## src/rtl/db_bus_arbiter.sv

```systemverilog
// Round-robin arbiter that shares one valid/ready data-bus port among NUM_REQ requesters.
// One transaction at a time; a stuck target is aborted after TIMEOUT-1 cycles and flagged with oErr.
module db_bus_arbiter #(
  parameter int NUM_REQ = 4,
  parameter int ADDR_W  = 16,
  parameter int DATA_W  = 16,
  parameter int TIMEOUT = 64
) (
  input  logic                        iclk,
  input  logic                        irst_n,
  input  logic [NUM_REQ-1:0]          iReq,
  input  logic [NUM_REQ-1:0]          iWrite,
  input  logic [NUM_REQ*ADDR_W-1:0]   iAddr,
  input  logic [NUM_REQ*DATA_W-1:0]   iWData,
  output logic [NUM_REQ-1:0]          oGnt,
  output logic [NUM_REQ-1:0]          oAck,
  output logic                        oErr,
  output logic [DATA_W-1:0]           oRData,
  output logic                        oBusValid,
  output logic                        oBusWrite,
  output logic [ADDR_W-1:0]           oBusAddr,
  output logic [DATA_W-1:0]           oBusWData,
  input  logic                        iBusReady,
  input  logic [DATA_W-1:0]           iBusRData
);

  localparam int PTR_W = (NUM_REQ > 1) ? $clog2(NUM_REQ) : 1;
  localparam int CNT_W = $clog2(TIMEOUT);

  typedef enum logic [1:0] {ST_IDLE, ST_BUSY, ST_ACK} state_t;

  state_t              r_state, w_state;
  logic [PTR_W-1:0]    r_ptr, w_ptr;
  logic [PTR_W-1:0]    r_win, w_win;
  logic [CNT_W-1:0]    r_cnt, w_cnt;
  logic [NUM_REQ-1:0]  r_gnt, w_gnt;
  logic [NUM_REQ-1:0]  r_ack, w_ack;
  logic                r_err, w_err;
  logic [DATA_W-1:0]   r_rdata, w_rdata;
  logic                r_bus_valid, w_bus_valid;
  logic                r_bus_write, w_bus_write;
  logic [ADDR_W-1:0]   r_bus_addr, w_bus_addr;
  logic [DATA_W-1:0]   r_bus_wdata, w_bus_wdata;

  logic                w_found;
  logic [PTR_W-1:0]    w_pick;
  logic                w_pick_write;
  logic [ADDR_W-1:0]   w_pick_addr;
  logic [DATA_W-1:0]   w_pick_wdata;

  // Search starts at r_ptr and wraps, so the first hit is the round-robin winner.
  always_comb begin
    int idx;
    w_found      = 1'b0;
    w_pick       = '0;
    w_pick_write = 1'b0;
    w_pick_addr  = '0;
    w_pick_wdata = '0;
    for (int i = 0; i < NUM_REQ; i++) begin
      idx = int'(r_ptr) + i;
      if (idx >= NUM_REQ) idx = idx - NUM_REQ;
      if (!w_found && iReq[PTR_W'(idx)]) begin
        w_found      = 1'b1;
        w_pick       = PTR_W'(idx);
        w_pick_write = iWrite[PTR_W'(idx)];
        w_pick_addr  = iAddr[idx*ADDR_W +: ADDR_W];
        w_pick_wdata = iWData[idx*DATA_W +: DATA_W];
      end
    end
  end

  always_comb begin
    w_state     = r_state;
    w_ptr       = r_ptr;
    w_win       = r_win;
    w_cnt       = r_cnt;
    w_gnt       = r_gnt;
    w_ack       = r_ack;
    w_err       = r_err;
    w_rdata     = r_rdata;
    w_bus_valid = r_bus_valid;
    w_bus_write = r_bus_write;
    w_bus_addr  = r_bus_addr;
    w_bus_wdata = r_bus_wdata;
    case (r_state)
      ST_IDLE: begin
        if (w_found) begin
          w_bus_valid = 1'b1;
          w_bus_write = w_pick_write;
          w_bus_addr  = w_pick_addr;
          w_bus_wdata = w_pick_wdata;
          w_gnt       = {{(NUM_REQ-1){1'b0}}, 1'b1} << w_pick;
          w_win       = w_pick;
          w_cnt       = '0;
          w_state     = ST_BUSY;
        end
      end
      ST_BUSY: begin
        if (iBusReady || (r_cnt == CNT_W'(TIMEOUT-2))) begin
          w_bus_valid = 1'b0;
          w_bus_write = 1'b0;
          w_bus_addr  = '0;
          w_bus_wdata = '0;
          w_ack       = r_gnt;
          w_err       = !iBusReady;
          w_rdata     = (iBusReady && !r_bus_write) ? iBusRData : '0;
          w_state     = ST_ACK;
        end else begin
          w_cnt = r_cnt + 1'b1;
        end
      end
      ST_ACK: begin
        w_ack   = '0;
        w_err   = 1'b0;
        w_gnt   = '0;
        w_rdata = '0;
        w_ptr   = (r_win == PTR_W'(NUM_REQ-1)) ? '0 : r_win + 1'b1;
        w_state = ST_IDLE;
      end
      default: w_state = ST_IDLE;
    endcase
  end

  always_ff @(posedge iclk or negedge irst_n) begin
    if (!irst_n) begin
      r_state     <= ST_IDLE;
      r_ptr       <= '0;
      r_win       <= '0;
      r_cnt       <= '0;
      r_gnt       <= '0;
      r_ack       <= '0;
      r_err       <= 1'b0;
      r_rdata     <= '0;
      r_bus_valid <= 1'b0;
      r_bus_write <= 1'b0;
      r_bus_addr  <= '0;
      r_bus_wdata <= '0;
    end else begin
      r_state     <= w_state;
      r_ptr       <= w_ptr;
      r_win       <= w_win;
      r_cnt       <= w_cnt;
      r_gnt       <= w_gnt;
      r_ack       <= w_ack;
      r_err       <= w_err;
      r_rdata     <= w_rdata;
      r_bus_valid <= w_bus_valid;
      r_bus_write <= w_bus_write;
      r_bus_addr  <= w_bus_addr;
      r_bus_wdata <= w_bus_wdata;
    end
  end

  assign oGnt      = r_gnt;
  assign oAck      = r_ack;
  assign oErr      = r_err;
  assign oRData    = r_rdata;
  assign oBusValid = r_bus_valid;
  assign oBusWrite = r_bus_write;
  assign oBusAddr  = r_bus_addr;
  assign oBusWData = r_bus_wdata;

endmodule
```

## config.mk

```make
export PLATFORM = sky130hd
export DESIGN_NAME = db_bus_arbiter
export DESIGN_NICKNAME = d
export VERILOG_FILES = /design/src/rtl/db_bus_arbiter.sv
export SDC_FILE = /design/constraint.sdc
export NUM_CORES = 1
export LEC_CHECK = 0
export CAP_MARGIN = 20
export CORE_AREA = 2 2 132 134
export CTS_CLUSTER_SIZE = 25
export DETAILED_ROUTE_END_ITERATION = 7
export DIE_AREA = 0 0 134 136
export HOLD_SLACK_MARGIN = 0.05
export MAX_ROUTING_LAYER = met4
export PLACE_DENSITY = 0.86
export SYNTH_ARGS = -nofsm -noshare
export SYNTH_HDL_FRONTEND = slang
export SYNTH_SLANG_ARGS = --single-unit
export TNS_END_PERCENT = 1
```

## constraint.sdc

```tcl
create_clock -name iclk -period 7.06 [get_ports iclk]
set_clock_uncertainty 0.15 [all_clocks]
set_input_delay 0.706 -clock iclk [delete_from_list [all_inputs] [get_ports iclk]]
set_output_delay 0.706 -clock iclk [all_outputs]
set_load 0.01 [all_outputs]
```

; Yosys cells after proc, flatten, opt, wreduce, memory -nomap -nowiden
; Cells that the tools add are included.
[totals]
register_bits = 71
latch_bits = 0
ramBits = 0
romBits = 0
in_bits = 155
n_memories = 0
[op_classes]
n_addsub = 9
n_mul = 0
n_div = 0
n_lt_le_gt_ge = 8
n_eq_ne = 7
shifts = 9
muxes = 74
n_bitwise = 0
n_reduce_logical = 20
[ops]
columns = op, count
row1 = 64-bit by 32-bit indexed part select with 16-bit output, 8
row2 = 16-bit 2-to-1 mux, 13
row3 = 28-bit 2-to-1 mux, 4
row4 = 16-bit case mux with 2 select lines, 3
row5 = 1-bit 2-to-1 mux, 28
row6 = 1-bit binary-select mux with 2-bit select, 8
row7 = 2-bit by 4-bit < comparator with 1-bit output (second input constant), 4
row8 = 4-bit case mux with 2 select lines, 2
row9 = 2-bit 2-to-1 mux, 7
row10 = 6-bit 2-to-1 mux, 2
row11 = 6-bit case mux with 2 select lines, 1
row12 = 3-bit by 3-bit subtractor with 4-bit output (second input constant), 3
row13 = 3-bit >= comparator (second input constant), 3
row14 = 4-bit 2-to-1 mux, 2
row15 = 2-bit AND reduction, 4
row16 = 2-bit by 2-bit adder with 3-bit output (second input constant), 2
row17 = 6-bit by 1-bit adder with 6-bit output (second input constant), 1
row18 = 6-bit equality test (second input constant), 1
row19 = 2-bit inequality test (second input constant), 3
row20 = 1-bit case mux with 2 select lines, 3
row21 = 3-bit AND reduction, 2
row22 = 2-bit nonzero test, 3
row23 = 1-bit logical NOT, 5
row24 = 2-bit equality test (second input constant), 2
row25 = 10 further kinds, 13

; Logic depth before layout (Yosys ltp)
[depth]
word_depth = 18
depth_mapped = 11
depth_no_buf = 7

; Least setup slack after synthesis
; Ideal clock, no wire load.
[synth_path]
path_kind = flip-flop to flip-flop
from = register r_ptr[1]
to = register r_bus_addr[0], in the netlist oBusAddr[0]
setup_time_ps = 66
arrival_ps = 2814
t_required_ps = 6844
setup_slack_ps = 4029
stages_incl_launch_ff = 12
n_path_buf = 4
cell_sequence = dfrtp_1 buf_2 clkinv_1 clkbuf_1 ha_1 buf_2 or4b_1 nor3_2 nor3_2 a211oi_4 buf_6 a221o_1
[synth_between]
elab_chain_cells = 17
elab_cells_between_ends = 49
classes_between = add/sub: 7 / order compare: 4 / eq/ne: 1 / shift: 4 / mux: 26 / reduce/logical: 7
[synth_lines]
columns = item, line_no
row1 = start: declaration, 33  ; logic [PTR_W-1:0] r_ptr, w_ptr;
row2 = start signal: assignment, 140  ; r_ptr <= w_ptr;
row3 = branches (longest 17 deep; another with 3-bit by 3-bit subtractor with 4-bit output), -
row4 = end signal: assignment, 149  ; r_bus_addr <= w_bus_addr;
row5 = end: declaration, 42  ; logic [ADDR_W-1:0] r_bus_addr, w_bus_addr;
; Parallel ways; which one is timed is not known. The select of a mux whose other input is x is not followed.
; A chain may end at the register's enable or synchronous reset.

; Worst setup path in the final report
[layout_path]
from = register r_ptr[0]
to = register r_bus_addr[7], in the netlist oBusAddr[7]
; Same word-level chain as after synthesis.

==> results.cfg <==
[setup_path]
crit_start = r_ptr[0]$_DFFE_PN0P_
crit_type = reg -> reg
endpoint = oBusAddr[7]$_DFFE_PN0P_
cp.arrival_ns = 4.61
ff2ff_path_depth = 9
end_kind = register
reg2reg_slack_ns = 2.57
crit_fanout = 54
startpoint_type = register
r2r_end = oBusAddr[7]$_DFFE_PN0P_
r2r_start = r_ptr[0]$_DFFE_PN0P_
required_ns = 7.18

[power_and_ir_drop]
combinationalPowerShare = 0.718
powerDensity_nw_per_um2 = 453
peakVddDrop_mv = 0.331
power.switching_mw = 1.95
leakage_nw = 3.49
p_sw_frac = 0.435
p_int_mw = 2.52
p_clk_frac = 0.111
pwr-share-seq = 0.171

[synth]
synthFlopType = dfrtp_1
yosys.area_share.simple = 0.0604
syn_inst = 640
synth_compound_area_frac = 0.214
synth.most_common_cell = mux4_2
ys_async_sr_fraction = 1.00
yosysTopAreaCellShare = 0.311
synth_edf_count = 0
synthXorXnorAreaFrac = 0.00711
synth_area_leader_cell = mux4_2
syn_area_sq_um = 7390
ys_ff_latch = 71
yosys.area_share.adder = 0.0135
synthTopCellsByArea = mux4_2, dfrtp_1, mux2i_1
synth_area_per_cell_sq_um = 11.6
synth_mux_area_frac = 0.406
synth.distinct_cells = 54
ys_top_cells_by_count = mux4_2, dfrtp_1, mux2i_1
ys_seq_area_frac = 0.240
synth_top_family_by_area = multiplexers
synth_nets = 803
ys.warnings.count = 0

[floorplan]
coreArea_sq_um = 16900
io_pins = 214
rows = 48
initial_core_util = 0.438
fp.dieW_um = 134
dieHeight_um = 136
die-area_sq_um = 18200

[clock_tree]
cts_buffers = 9
clk_pin_slew_worst_paths_ns = 0.06
cts_root_buffer = clkbuf_16
cts_sinks = 71
cts_hold_buf = 0
cts_tree = done
worstSkewPairLatency_ns = 0.33
cts_setup_buffers = 0
htree_levels = 3
cts_resized = 0
cts_buffer_depth = 2

[timing]
tns_ns = 0
drv_slew = 0
timing.final.crit_share = 0.636
slew_headroom = 0.259
max_freq_ghz = 0.223
finalSetupViolCount = 0
fin_crit_ns = 4.49
rsz0062_at_grt = no
tightest_slew_ns = 1.11
finalHoldViolations = 0

[finish]
n_fill_cell = 1383
layout.nets = 966
fin_util = 0.584
design_area_sq_um = 9860
regArea_sq_um = 1780
multi_input_area_sq_um = 5220
num_antenna_cells = 0
areaGrowthSynthToFinish_pct = 33.4
drive_above_1_share = 0.218

[route]
dr.first_iter.drc_count = 637
drt.antenna.violating_nets = 0
drc_errors = 0
drt-total-wl_mm = 22.0
routedWlPerCell_um = 21.3
firstDrtPassIters = 5
viasPerCell = 6.53
vias = 6746

[job]
drv_cap = 0

[grt]
grt_max_degree = 72
grt_pass1_vias = 6752
grt_usage = 0.249
grt.overflow.total = 0
grt_pass1_wl_mm = 35.1
antenna_found_initial = 0

[min_path]
holdCritPathClass = in -> async

[placed_design]
io_buffers = 213
placed_area_sq_um = 9500
gp_congestion = 0.824
place_hpwl_mm = 14.4

[status]
outcome = finished clean
==> state kept, by name, summed over array words and instances (netlist names) <==
| name | count |
|---|---|
| oBusWData | 16 |
| r_ptr | 2 |
| r_win | 2 |
| oGnt | 4 |
| oRData | 16 |
| oBusAddr | 16 |
| r_state | 2 |
| oAck | 4 |
| oBusValid | 1 |
| r_cnt | 6 |
| oBusWrite | 1 |
| oErr | 1 |
==> layout make-up <==
cell class / instances / area share
well taps: 225 / 0.0285
flip-flops and latches: 71 / 0.181
clock buffers: 10 / 0.0232
inverters: 5 / 0.00190
repair buffers: 225 / 0.227
multi-input cells: 491 / 0.530
clock inverters: 6 / 0.00939
==> logic make-up after synthesis <==
| group | Yosys count |
|---|---|
| muxes | 172 |
| adders and majority gates | 8 |
| AOI/OAI and AO/OA | 211 |
| xor gates and xnor gates | 6 |
| buffers and inverters | 78 |
| and+or+nand+nor | 94 |
| DFF | 71 |
==> power by group through the flow <==
stage | clock network [mW] | registers [mW] | logic, mW
4_1_cts | 0.505 | 0.761 | 3.20
3_5_place_dp | 0 | 0.763 | 3.20
2_1_floorplan | 0 | 0.740 | 2.42
5_1_grt | 0.521 | 0.788 | 3.46
3_3_place_gp | 0 | 0.762 | 3.12
6_report | 0.496 | 0.762 | 3.21
==> per-stage QoR <==
stage                     hold WS [ns]  setup WS (ns)  total power, mW  std cells
after floorplan                  0.260           4.03             3.16        640
after global placement           0.337           2.68             3.88       1014
after CTS                        0.357           2.55             4.47       1030
after global routing             0.368           2.21             4.77       1033
final                            0.351           2.57             4.47       1033
after detailed placement         0.340           2.58             3.96       1014
==> cells in the final DEF (no fill, tap or decap), types with 3 or more instances in the layout <==
cell | synthesis | final
a211oi_1 | 33 | 33
a21oi_1 | 7 | 7
a21oi_2 | 30 | 30
a221o_1 | 32 | 32
a22o_1 | 15 | 15
a32o_1 | 3 | 3
and3_1 | 3 | 3
buf_4 | 7 | 11
clkbuf_16 | 0 | 9
clkdlybuf4s50_1 | 0 | 212
dfrtp_1 | 71 | 69
ha_1 | 8 | 7
inv_1 | 4 | 4
mux2i_1 | 68 | 68
mux4_2 | 102 | 102
nand2_1 | 55 | 55
nand3b_1 | 3 | 3
nor2_1 | 11 | 9
o21ai_0 | 44 | 44
o22ai_1 | 33 | 33
xnor2_1 | 3 | 3
xor2_1 | 3 | 3
==> routing by layer <==
metal / wire, um / vias up / global-route usage
met5: 0 / - / -
met1: 8880 / 3368 / 0.314
li1: - / 2975 / -
met4: 419 / 0 / 0.0822
met3: 1680 / 35 / 0.0321
met2: 11000 / 368 / 0.419
==> worst min path at each step <==
stage               cells past startpoint  slack (ns)                  endpoint                    from
finish                                  1        0.35  oBusWData[3]$_DFFE_PN0P_                  irst_n
global route                            1        0.37     oRData[7]$_DFFE_PN0P_   oRData[7]$_DFFE_PN0P_
CTS                                     1        0.36     oRData[7]$_DFFE_PN0P_   oRData[7]$_DFFE_PN0P_
detailed placement                      1        0.34     oRData[7]$_DFFE_PN0P_   oRData[7]$_DFFE_PN0P_
global placement                        1        0.34    oRData[12]$_DFFE_PN0P_  oRData[12]$_DFFE_PN0P_
floorplan                               0        0.26       oAck[0]$_DFFE_PN0P_                  irst_n
==> critical path: stages, from the launching register on <==
cell	delay, ns
dfrtp_4	0.94
inv_1	0.35
ha_4	0.70
buf_4	0.63
nand3b_1	0.17
a2111oi_2	0.41
nor3_2	0.13
a211oi_4	0.21
buf_4	0.42
a221o_1	0.23
Note: power is estimated with default switching activity, not from simulation.
==> RTL edit (same flow settings) <==
Set the parameter `TIMEOUT` to 128 (it was 64).
--- a/src/rtl/db_bus_arbiter.sv
+++ b/src/rtl/db_bus_arbiter.sv
@@ -4,7 +4,7 @@
   parameter int NUM_REQ = 4,
   parameter int ADDR_W  = 16,
   parameter int DATA_W  = 16,
-  parameter int TIMEOUT = 64
+  parameter int TIMEOUT = 128
 ) (
   input  logic                        iclk,
   input  logic                        irst_n,
Function: no difference found for any inputs over 4 cycles, from zero or initial values and one cycle with irst_n low; that may be too few to reach the edited logic, so the function may still have changed.
==> RTL edit against the unedited design <==
Sequential cell count grew 1; via count grew 2.9%; highest routed layer unchanged; area after synthesis grew 3.0%; worst setup slack gained 23 ps; total power shrank 10%; largest power group unchanged; largest cell class unchanged; non-clock buffer count grew 1; global-route usage shrank 0.085 points; wire length shrank 0.30%; cell area grew 3.2%.
==> RTL edit: results (changes against the unedited design) <==
<table>
<tr><th>Metric</th><th>Value</th></tr>
<tr><th colspan="2">Status</th></tr>
<tr><td>Run status</td><td>finished, final reports clean (unchanged)</td></tr>
<tr><th colspan="2">Critical path</th></tr>
<tr><td>Max FO, Critical Path</td><td>80 (was 54)</td></tr>
<tr><td>CP max stage cell</td><td>sky130_fd_sc_hd__buf_4 (was sky130_fd_sc_hd__dfrtp_4)</td></tr>
<tr><td>Worst reg2reg startpoint</td><td>r_ptr[1]$_DFFE_PN0P_ (was r_ptr[0]$_DFFE_PN0P_)</td></tr>
<tr><td>Terminus of the critical flop-to-flop path</td><td>oBusWData[0]$_DFFE_PN0P_ (was oBusAddr[7]$_DFFE_PN0P_)</td></tr>
<tr><th colspan="2">STA</th></tr>
<tr><td>Final Cycle Share</td><td>63.29% (was 63.62%)</td></tr>
<tr><td>Tightest slew margin relative to the limit</td><td>30.16% (was 25.95%)</td></tr>
<tr><th colspan="2">Synthesis</th></tr>
<tr><td>Yosys cell types</td><td>50 (was 54)</td></tr>
<tr><td>Post-synth top cells</td><td>sky130_fd_sc_hd__mux4_2 (103), sky130_fd_sc_hd__nand2_1 (74), sky130_fd_sc_hd__dfrtp_1 (72) (was sky130_fd_sc_hd__mux4_2 (102), sky130_fd_sc_hd__dfrtp_1 (71), sky130_fd_sc_hd__mux2i_1 (68))</td></tr>
<tr><td>Proportion of synthesized chip area in sequential cells</td><td>23.66% (was 24.04%)</td></tr>
<tr><th colspan="2">Drt</th></tr>
<tr><td>Via density</td><td>6.277 (was 6.530)</td></tr>
<tr><td>TritonRoute pass-1 iters</td><td>8 (was 5)</td></tr>
<tr><th colspan="2">Global route</th></tr>
<tr><td>Total routing resource utilization after global routing</td><td>24.80% (was 24.89%)</td></tr>
<tr><td>Global-route wire length before repair</td><td>34930 µm (was 35050 µm)</td></tr>
<tr><td>Largest net degree at the start of global routing</td><td>81 (was 72)</td></tr>
<tr><th colspan="2">Cells and area</th></tr>
<tr><td>Share of layout cells above drive strength 1</td><td>24.06% (was 21.78%)</td></tr>
<tr><td>Fillcell total</td><td>1328 (was 1383)</td></tr>
<tr><td>Net count, final</td><td>1039 (was 966)</td></tr>
<tr><th colspan="2">Hold path</th></tr>
<tr><td>Worst min-delay path class</td><td>flop to flop (was input port to asynchronous set/reset pin)</td></tr>
<tr><th colspan="2">Power</th></tr>
<tr><td>Pleak</td><td>3.939 nW (was 3.492 nW)</td></tr>
</table>
## RTL edit: changes by cell type after synthesis, moves of 33 or more
cell / delta
sky130_fd_sc_hd__and2_1: +33
sky130_fd_sc_hd__mux2i_1: -65
sky130_fd_sc_hd__nor2_1: +40
sky130_fd_sc_hd__o21ai_0: -33
sky130_fd_sc_hd__mux2_2: +65
sky130_fd_sc_hd__a22oi_1: +64
## RTL edit: final cells by class
| cell class | count | area share (%) |
|---|---|---|
| multi-input cells | 560 | 53.91 |
| repair buffers | 226 | 22.09 |
| flip-flops and latches | 72 | 17.76 |
| well taps | 225 | 2.767 |
| clock buffers | 9 | 2.213 |
| clock inverters | 7 | 1.008 |
| inverters | 7 | 0.2582 |
## RTL edit: logic make-up (layout without fill, tap and decap cells)
logic type / after synthesis / count (layout) / share of synthesized area (%)
simple gates: 203 / 203 / 12.58
mux: 173 / 173 / 40.76
compound gates: 171 / 171 / 16.46
buf+inv: 82 / 249 / 4.649
flops: 72 / 72 / 23.66
fa+ha+maj: 8 / 8 / 1.314
xor+xnor: 5 / 5 / 0.5750
## RTL edit: report_power, final
part	switching [mW]	internal, mW	total, mW
Clock	0.202	0.315	0.517
Sequential	0.125	0.563	0.688
Combinational	1.33	1.48	2.81
Total	1.66	2.35	4.02
## RTL edit: worst max path at each step
stage,end,from,cells past startpoint
detailed placement,oBusAddr[12]$_DFFE_PN0P_,r_ptr[1]$_DFFE_PN0P_,9
CTS,oBusAddr[12]$_DFFE_PN0P_,r_ptr[1]$_DFFE_PN0P_,9
global placement,oBusWData[15]$_DFFE_PN0P_,r_ptr[1]$_DFFE_PN0P_,9
finish,oBusWData[0]$_DFFE_PN0P_,r_ptr[1]$_DFFE_PN0P_,9
global route,oBusWData[0]$_DFFE_PN0P_,r_ptr[1]$_DFFE_PN0P_,9
floorplan,oGnt[2]$_DFFE_PN0P_,r_ptr[0]$_DFFE_PN0P_,11
## RTL edit: tightest hold or removal path, stage by stage, from the launching register on
cell and delay [ps]:
sky130_fd_sc_hd__dfrtp_1 340, sky130_fd_sc_hd__nand2_1 50, sky130_fd_sc_hd__nand2_1 50
## RTL edit: per-layer routing
metal  track usage (%)  vias up  share of wire, %
li1                  -     3129                 -
met1             32.83     3445                41
met2             40.68      346                50
met3             3.281       22               7.3
met4             6.383        0               1.5
met5                 -        -                 0
## RTL edit: stage by stage
| stage | area, µm² | std cells | total power, mW | hold WS [ps] |
|---|---|---|---|---|
| 4_1_cts | 10150 | 1105 | 4.022 | 325.1 |
| 2_1_floorplan | 7616 | 714 | 2.756 | 260.4 |
| 3_3_place_gp | 9812 | 1088 | 3.430 | 300.3 |
| 5_1_grt | 10170 | 1106 | 4.300 | 353.7 |
| 6_report | 10170 | 1106 | 4.016 | 318.4 |
| 3_5_place_dp | 9819 | 1089 | 3.501 | 311.0 |
